$ cat src/rtl/pc_sequencer_pkg.sv
// rtl/pc_sequencer_pkg.sv - shared state encodings and default widths for the PC sequencer
package pc_sequencer_pkg;

  localparam int DEFAULT_ADDR_WIDTH = 11;

  typedef enum logic [2:0] {
    ST_LOAD   = 3'd0,
    ST_RUN    = 3'd1,
    ST_HALTED = 3'd2,
    ST_FAULT  = 3'd3
  } state_t;

endpackage

$ cat src/rtl/pc_sequencer_return_stack.sv
// rtl/pc_sequencer_return_stack.sv - LIFO of return addresses; one push or pop per cycle
module return_stack #(
  parameter int WIDTH = 11,
  parameter int DEPTH = 8
) (
  input  logic             clk,
  input  logic             reset,
  input  logic             push,
  input  logic             pop,
  input  logic [WIDTH-1:0] data,
  output logic [WIDTH-1:0] top,
  output logic             full,
  output logic             empty
);

  localparam int PW = (DEPTH > 1) ? $clog2(DEPTH) : 1;
  localparam logic [PW:0] FULL_CNT = (PW + 1)'(DEPTH);

  logic [WIDTH-1:0] mem [DEPTH];
  logic [PW:0]      count;
  logic [PW-1:0]    top_idx;

  assign full    = (count == FULL_CNT);
  assign empty   = (count == '0);
  assign top_idx = PW'(count - 1'b1);
  assign top     = mem[top_idx];

  // Pop wins over push so a stray simultaneous request can never grow the stack.
  always_ff @(posedge clk) begin
    if (reset) begin
      count <= '0;
    end else if (pop && !empty) begin
      count <= count - 1'b1;
    end else if (push && !full) begin
      count <= count + 1'b1;
    end
  end

  always_ff @(posedge clk) begin
    if (!reset && !pop && push && !full) begin
      mem[count[PW-1:0]] <= data;
    end
  end

endmodule

$ cat src/rtl/pc_sequencer.sv
// rtl/pc_sequencer.sv - next-PC selection FSM with call/return stack and sticky fault flags
module pc_sequencer
  import pc_sequencer_pkg::*;
#(
  parameter int                    ADDR_WIDTH   = DEFAULT_ADDR_WIDTH,
  parameter logic [ADDR_WIDTH-1:0] RESET_VECTOR = '0,
  parameter int                    STACK_DEPTH  = 8
) (
  input  logic                  CLOCK,
  input  logic                  RESET,
  input  logic [ADDR_WIDTH-1:0] CUR_ADDR,
  input  logic                  STALL,
  input  logic                  HALT,
  input  logic                  BR_TAKEN,
  input  logic [ADDR_WIDTH-1:0] BR_TARGET,
  input  logic                  JUMP,
  input  logic [ADDR_WIDTH-1:0] J_TARGET,
  input  logic                  CALL,
  input  logic                  RET,
  output logic                  WO,
  output logic [ADDR_WIDTH-1:0] NEXT_ADDR,
  output logic [2:0]            STATE,
  output logic                  STACK_OVF,
  output logic                  STACK_UNF
);

  state_t                  state_q, state_d;
  logic                    wo_q, wo_d;
  logic [ADDR_WIDTH-1:0]   next_q, next_d;
  logic                    ovf_q, ovf_d;
  logic                    unf_q, unf_d;
  logic                    push, pop;
  logic [ADDR_WIDTH-1:0]   seq_addr;
  logic [ADDR_WIDTH-1:0]   stack_top;
  logic                    stack_full, stack_empty;

  // Natural wrap at the top of the address space.
  assign seq_addr = CUR_ADDR + 1'b1;

  return_stack #(
    .WIDTH (ADDR_WIDTH),
    .DEPTH (STACK_DEPTH)
  ) u_stack (
    .clk   (CLOCK),
    .reset (RESET),
    .push  (push),
    .pop   (pop),
    .data  (seq_addr),
    .top   (stack_top),
    .full  (stack_full),
    .empty (stack_empty)
  );

  always_comb begin
    state_d = state_q;
    wo_d    = 1'b0;
    next_d  = next_q;
    ovf_d   = ovf_q;
    unf_d   = unf_q;
    push    = 1'b0;
    pop     = 1'b0;
    case (state_q)
      ST_LOAD: begin
        wo_d    = 1'b1;
        next_d  = RESET_VECTOR;
        state_d = ST_RUN;
      end
      ST_RUN: begin
        if (HALT) begin
          state_d = ST_HALTED;
        end else if (!STALL) begin
          // A stalled cycle drops every request; the requester re-presents it.
          if (RET) begin
            if (stack_empty) begin
              unf_d   = 1'b1;
              state_d = ST_FAULT;
            end else begin
              pop    = 1'b1;
              wo_d   = 1'b1;
              next_d = stack_top;
            end
          end else if (CALL) begin
            if (stack_full) begin
              ovf_d   = 1'b1;
              state_d = ST_FAULT;
            end else begin
              push   = 1'b1;
              wo_d   = 1'b1;
              next_d = J_TARGET;
            end
          end else if (JUMP) begin
            wo_d   = 1'b1;
            next_d = J_TARGET;
          end else if (BR_TAKEN) begin
            wo_d   = 1'b1;
            next_d = BR_TARGET;
          end else begin
            wo_d   = 1'b1;
            next_d = seq_addr;
          end
        end
      end
      ST_HALTED, ST_FAULT: begin
        state_d = state_q;
      end
      default: begin
        state_d = ST_LOAD;
      end
    endcase
  end

  always_ff @(posedge CLOCK) begin
    if (RESET) begin
      state_q <= ST_LOAD;
      wo_q    <= 1'b0;
      next_q  <= RESET_VECTOR;
      ovf_q   <= 1'b0;
      unf_q   <= 1'b0;
    end else begin
      state_q <= state_d;
      wo_q    <= wo_d;
      next_q  <= next_d;
      ovf_q   <= ovf_d;
      unf_q   <= unf_d;
    end
  end

  assign WO        = wo_q;
  assign NEXT_ADDR = next_q;
  assign STATE     = state_q;
  assign STACK_OVF = ovf_q;
  assign STACK_UNF = unf_q;

endmodule

$ cat config.mk
export PLATFORM = sky130hd
export DESIGN_NAME = pc_sequencer
export DESIGN_NICKNAME = d
export VERILOG_FILES = /design/src/rtl/pc_sequencer_pkg.sv /design/src/rtl/pc_sequencer_return_stack.sv /design/src/rtl/pc_sequencer.sv
export SDC_FILE = /design/constraint.sdc
export NUM_CORES = 1
export LEC_CHECK = 0
export ABC_AREA = 0
export BUFFER_PORTS_ARGS = -buffer_cell sky130_fd_sc_hd__buf_4
export CAP_MARGIN = 25
export CORE_ASPECT_RATIO = 1.5
export CORE_MARGIN = 8
export CORE_UTILIZATION = 45
export DETAILED_ROUTE_END_ITERATION = 10
export PLACE_DENSITY = 0.7
export SKIP_LAST_GASP = 1
export SYNTH_ARGS = -nofsm -noshare
export SYNTH_HDL_FRONTEND = slang
export SYNTH_HIERARCHICAL = 1
export SYNTH_SLANG_ARGS = --single-unit
$ cat constraint.sdc
create_clock -name CLOCK -period 4.1 [get_ports CLOCK]
set_input_delay 0.205 -clock CLOCK [delete_from_list [all_inputs] [get_ports CLOCK]]
set_output_delay 0.205 -clock CLOCK [all_outputs]
set_load 0.02 [all_outputs]
==> impl_metrics.yaml <==
outcome:
  status: "completed"
yosys:
  async_flop_share: 0
  synth-main-ff-cell: "edfxtp_1"
  synth-edff-count: 88
  avgSynthCellArea_um2: 14.2
  synth_nets: 396
  synth_area_um2: 4990
  yosysWarnings: 6
  syn_inst: 352
  seq_area_frac_synth: 0.610
  synth-seq-cells: 108
  synth_cell_type_count: 62
floorplanning:
  initial_core_util: 0.456
  core_um2: 10900
  io_pins: 58
  fp.dieArea_um2: 14800
  fp.dieW_um: 102
  fp.dieH_um: 145
  rows: 47
clock_network:
  postCtsSetupBuffers: 0
  cts_tree: "yes"
  numCtsBuffers: 9
  clock_latency_ps: 340
  h-tree-depth: 3
  clk_pin_slew_worst_paths_ps: 60
  clockBufferDepth: 2
  cts_sinks: 108
  hold_buffers: 0
  root_buffer: "clkbuf_16"
  cts_resized: 0
flow_run:
  max_cap_viol_count: 0
timing:
  finalClockSkew_ps: 5.58
  setup_tns_ps: 0
  setup_violations: 0
  hold_viol: 0
  finalCritPeriodShare: 0.769
  hold_ws_ps: 177
  min_period_ps: 3150
  slew_headroom: 0.350
  max_freq_ghz: 0.317
  slew_viol_final: 0
  grt_setup_unrepaired: "no"
  worst_slew_pin_slew_ps: 975
routing:
  postRouteAntennaNets: 0
  drt_iter0_markers: 256
  route.detailed.drc: 0
  dr.pass1.iters: 7
  vias_per_cell: 5.94
  wl_per_cell_um: 23.1
  vias: 3339
  drt_wl_total_um: 13000
layout:
  antenna_cells: 0
  final_common_cell: "edfxtp_1"
  layout-drive-gt1-share: 0.325
  final_area_um2: 5930
  layout_common_cells: "edfxtp_1 (88), buf_4 (67), mux4_2 (22)"
  n_fill_cell: 924
  syn_to_final_growth_pct: 18.8
  final_core_util: 0.542
  nNetsFinal: 454
pwr:
  total_power_mw: 2.31
  ir_worst_vdd_mv: 0.224
  power.density_nw_per_um2: 390
  p_leak_nw: 2.01
setup_path:
  start_kind: "flop"
  cp_data_arrival_time_ps: 3190
  required_ps: 4140
  cp-end-kind: "flop"
  cp_max_fo: 11
  setup.worst_path.class: "flop to flop"
placed_design:
  post-dp-hpwl_um: 9440
  place_congestion: 0.857
  placed_area_um2: 5590
  io_buffers: 56
grt:
  grt_usage: 0.181
  antenna_found_initial: 0
  grt_max_degree: 31
  grt_pass1_vias: 3439
  grt-ovfl-total: 0
  grt_pass1_wl_um: 19400
hold_path:
  hold_path_class: "input port to flop"
==> state kept, by name, summed over array words and instances (netlist names) <==
| register | flops |
|---|---|
| NEXT_ADDR | 11 |
| STACK_OVF | 1 |
| STACK_UNF | 1 |
| STATE | 2 |
| WO | 1 |
| u_stack/count | 4 |
| u_stack/mem | 88 |
==> power breakdown <==
part	total [mW]	internal (mW)	switching, mW
logic	0.170	0.0672	0.102
registers	1.20	1.19	0.00495
clock network	0.942	0.585	0.357
total	2.31	1.85	0.464
==> per-stage QoR <==
stage,std cells,setup WS [ps]
2_1_floorplan,352,352
3_3_place_gp,546,1160
3_5_place_dp,546,1030
4_1_cts,562,986
5_1_grt,562,674
6_report,562,947
==> cells by family after synthesis <==
| group | after synthesis | share of synthesized area |
|---|---|---|
| multiplexers | 39 | 0.137 |
| AND/OR/NAND/NOR | 106 | 0.122 |
| adder cells (fa/ha/maj) | 3 | 0.00753 |
| flip-flops | 108 | 0.610 |
| XOR/XNOR | 6 | 0.0105 |
| AO/OA/AOI/OAI | 59 | 0.0838 |
| buffers and inverters | 30 | 0.0276 |
| other | 1 | 0.000752 |
==> area by class of cell <==
class | instances | area, um^2 | share of cell area
Clock inverter | 3 | 67.6 | 0.0114
Sequential cell | 108 | 3040 | 0.514
Inverter | 10 | 37.5 | 0.00633
Multi-Input combinational cell | 214 | 1820 | 0.307
Tap cell | 147 | 184 | 0.0310
Clock buffer | 13 | 270 | 0.0456
Timing Repair Buffer | 67 | 503 | 0.0849
==> layer usage <==
metal | vias up | share of wire | track usage
met5 | - | 0 | 0
li1 | 1498 | - | -
met3 | 35 | 0.066 | 0.0417
met2 | 150 | 0.53 | 0.315
met1 | 1656 | 0.34 | 0.183
met4 | 0 | 0.057 | 0.125
==> path summary, 6_finish.rpt <==
check	start	to	slack [ps]	depth (start not counted)
min reg2reg	NEXT_ADDR[6]	NEXT_ADDR[6]	470	2
max reg2reg	u_stack/count[1]	u_stack/mem[5][2]	950	9
max	u_stack/count[1]	u_stack/mem[5][2]	950	9
min	STALL	WO	180	4
==> cells in the mapped netlist (3+ instances only) <==
cell type  instances  area share
nand2b_1           9       0.011
clkbuf_1           6      0.0045
a32o_1             4      0.0080
nor3b_1            4      0.0060
nor2_1            18       0.014
ha_1               3      0.0075
a21oi_1            8      0.0080
a21o_1             3      0.0045
inv_1              9      0.0068
nand3_1           11       0.011
xnor2_1            4      0.0070
mux2_2            15       0.034
nor4b_1            3      0.0053
o21a_1             3      0.0045
dfxtp_1           20       0.080
o31ai_1            5      0.0075
o21ai_0           13       0.013
nand3b_1           5      0.0075
or2_2              5      0.0063
edfxtp_1          88        0.53
a22oi_1            3      0.0045
mux4_2            22       0.099
nor3_1            14       0.014
nand2_1           17       0.013
buf_2             11       0.011
o311ai_0           3      0.0053
==> worst max-delay path, cell delays in order (launching register included) <==
cell      delay (ps)
dfxtp_1          570
inv_1             90
ha_1             240
nand3b_1         180
inv_1             90
nor4b_1          540
nand2_2          200
or4_4            500
nor3b_2          200
buf_4            230
Note: power is estimated with default switching activity, not from simulation.
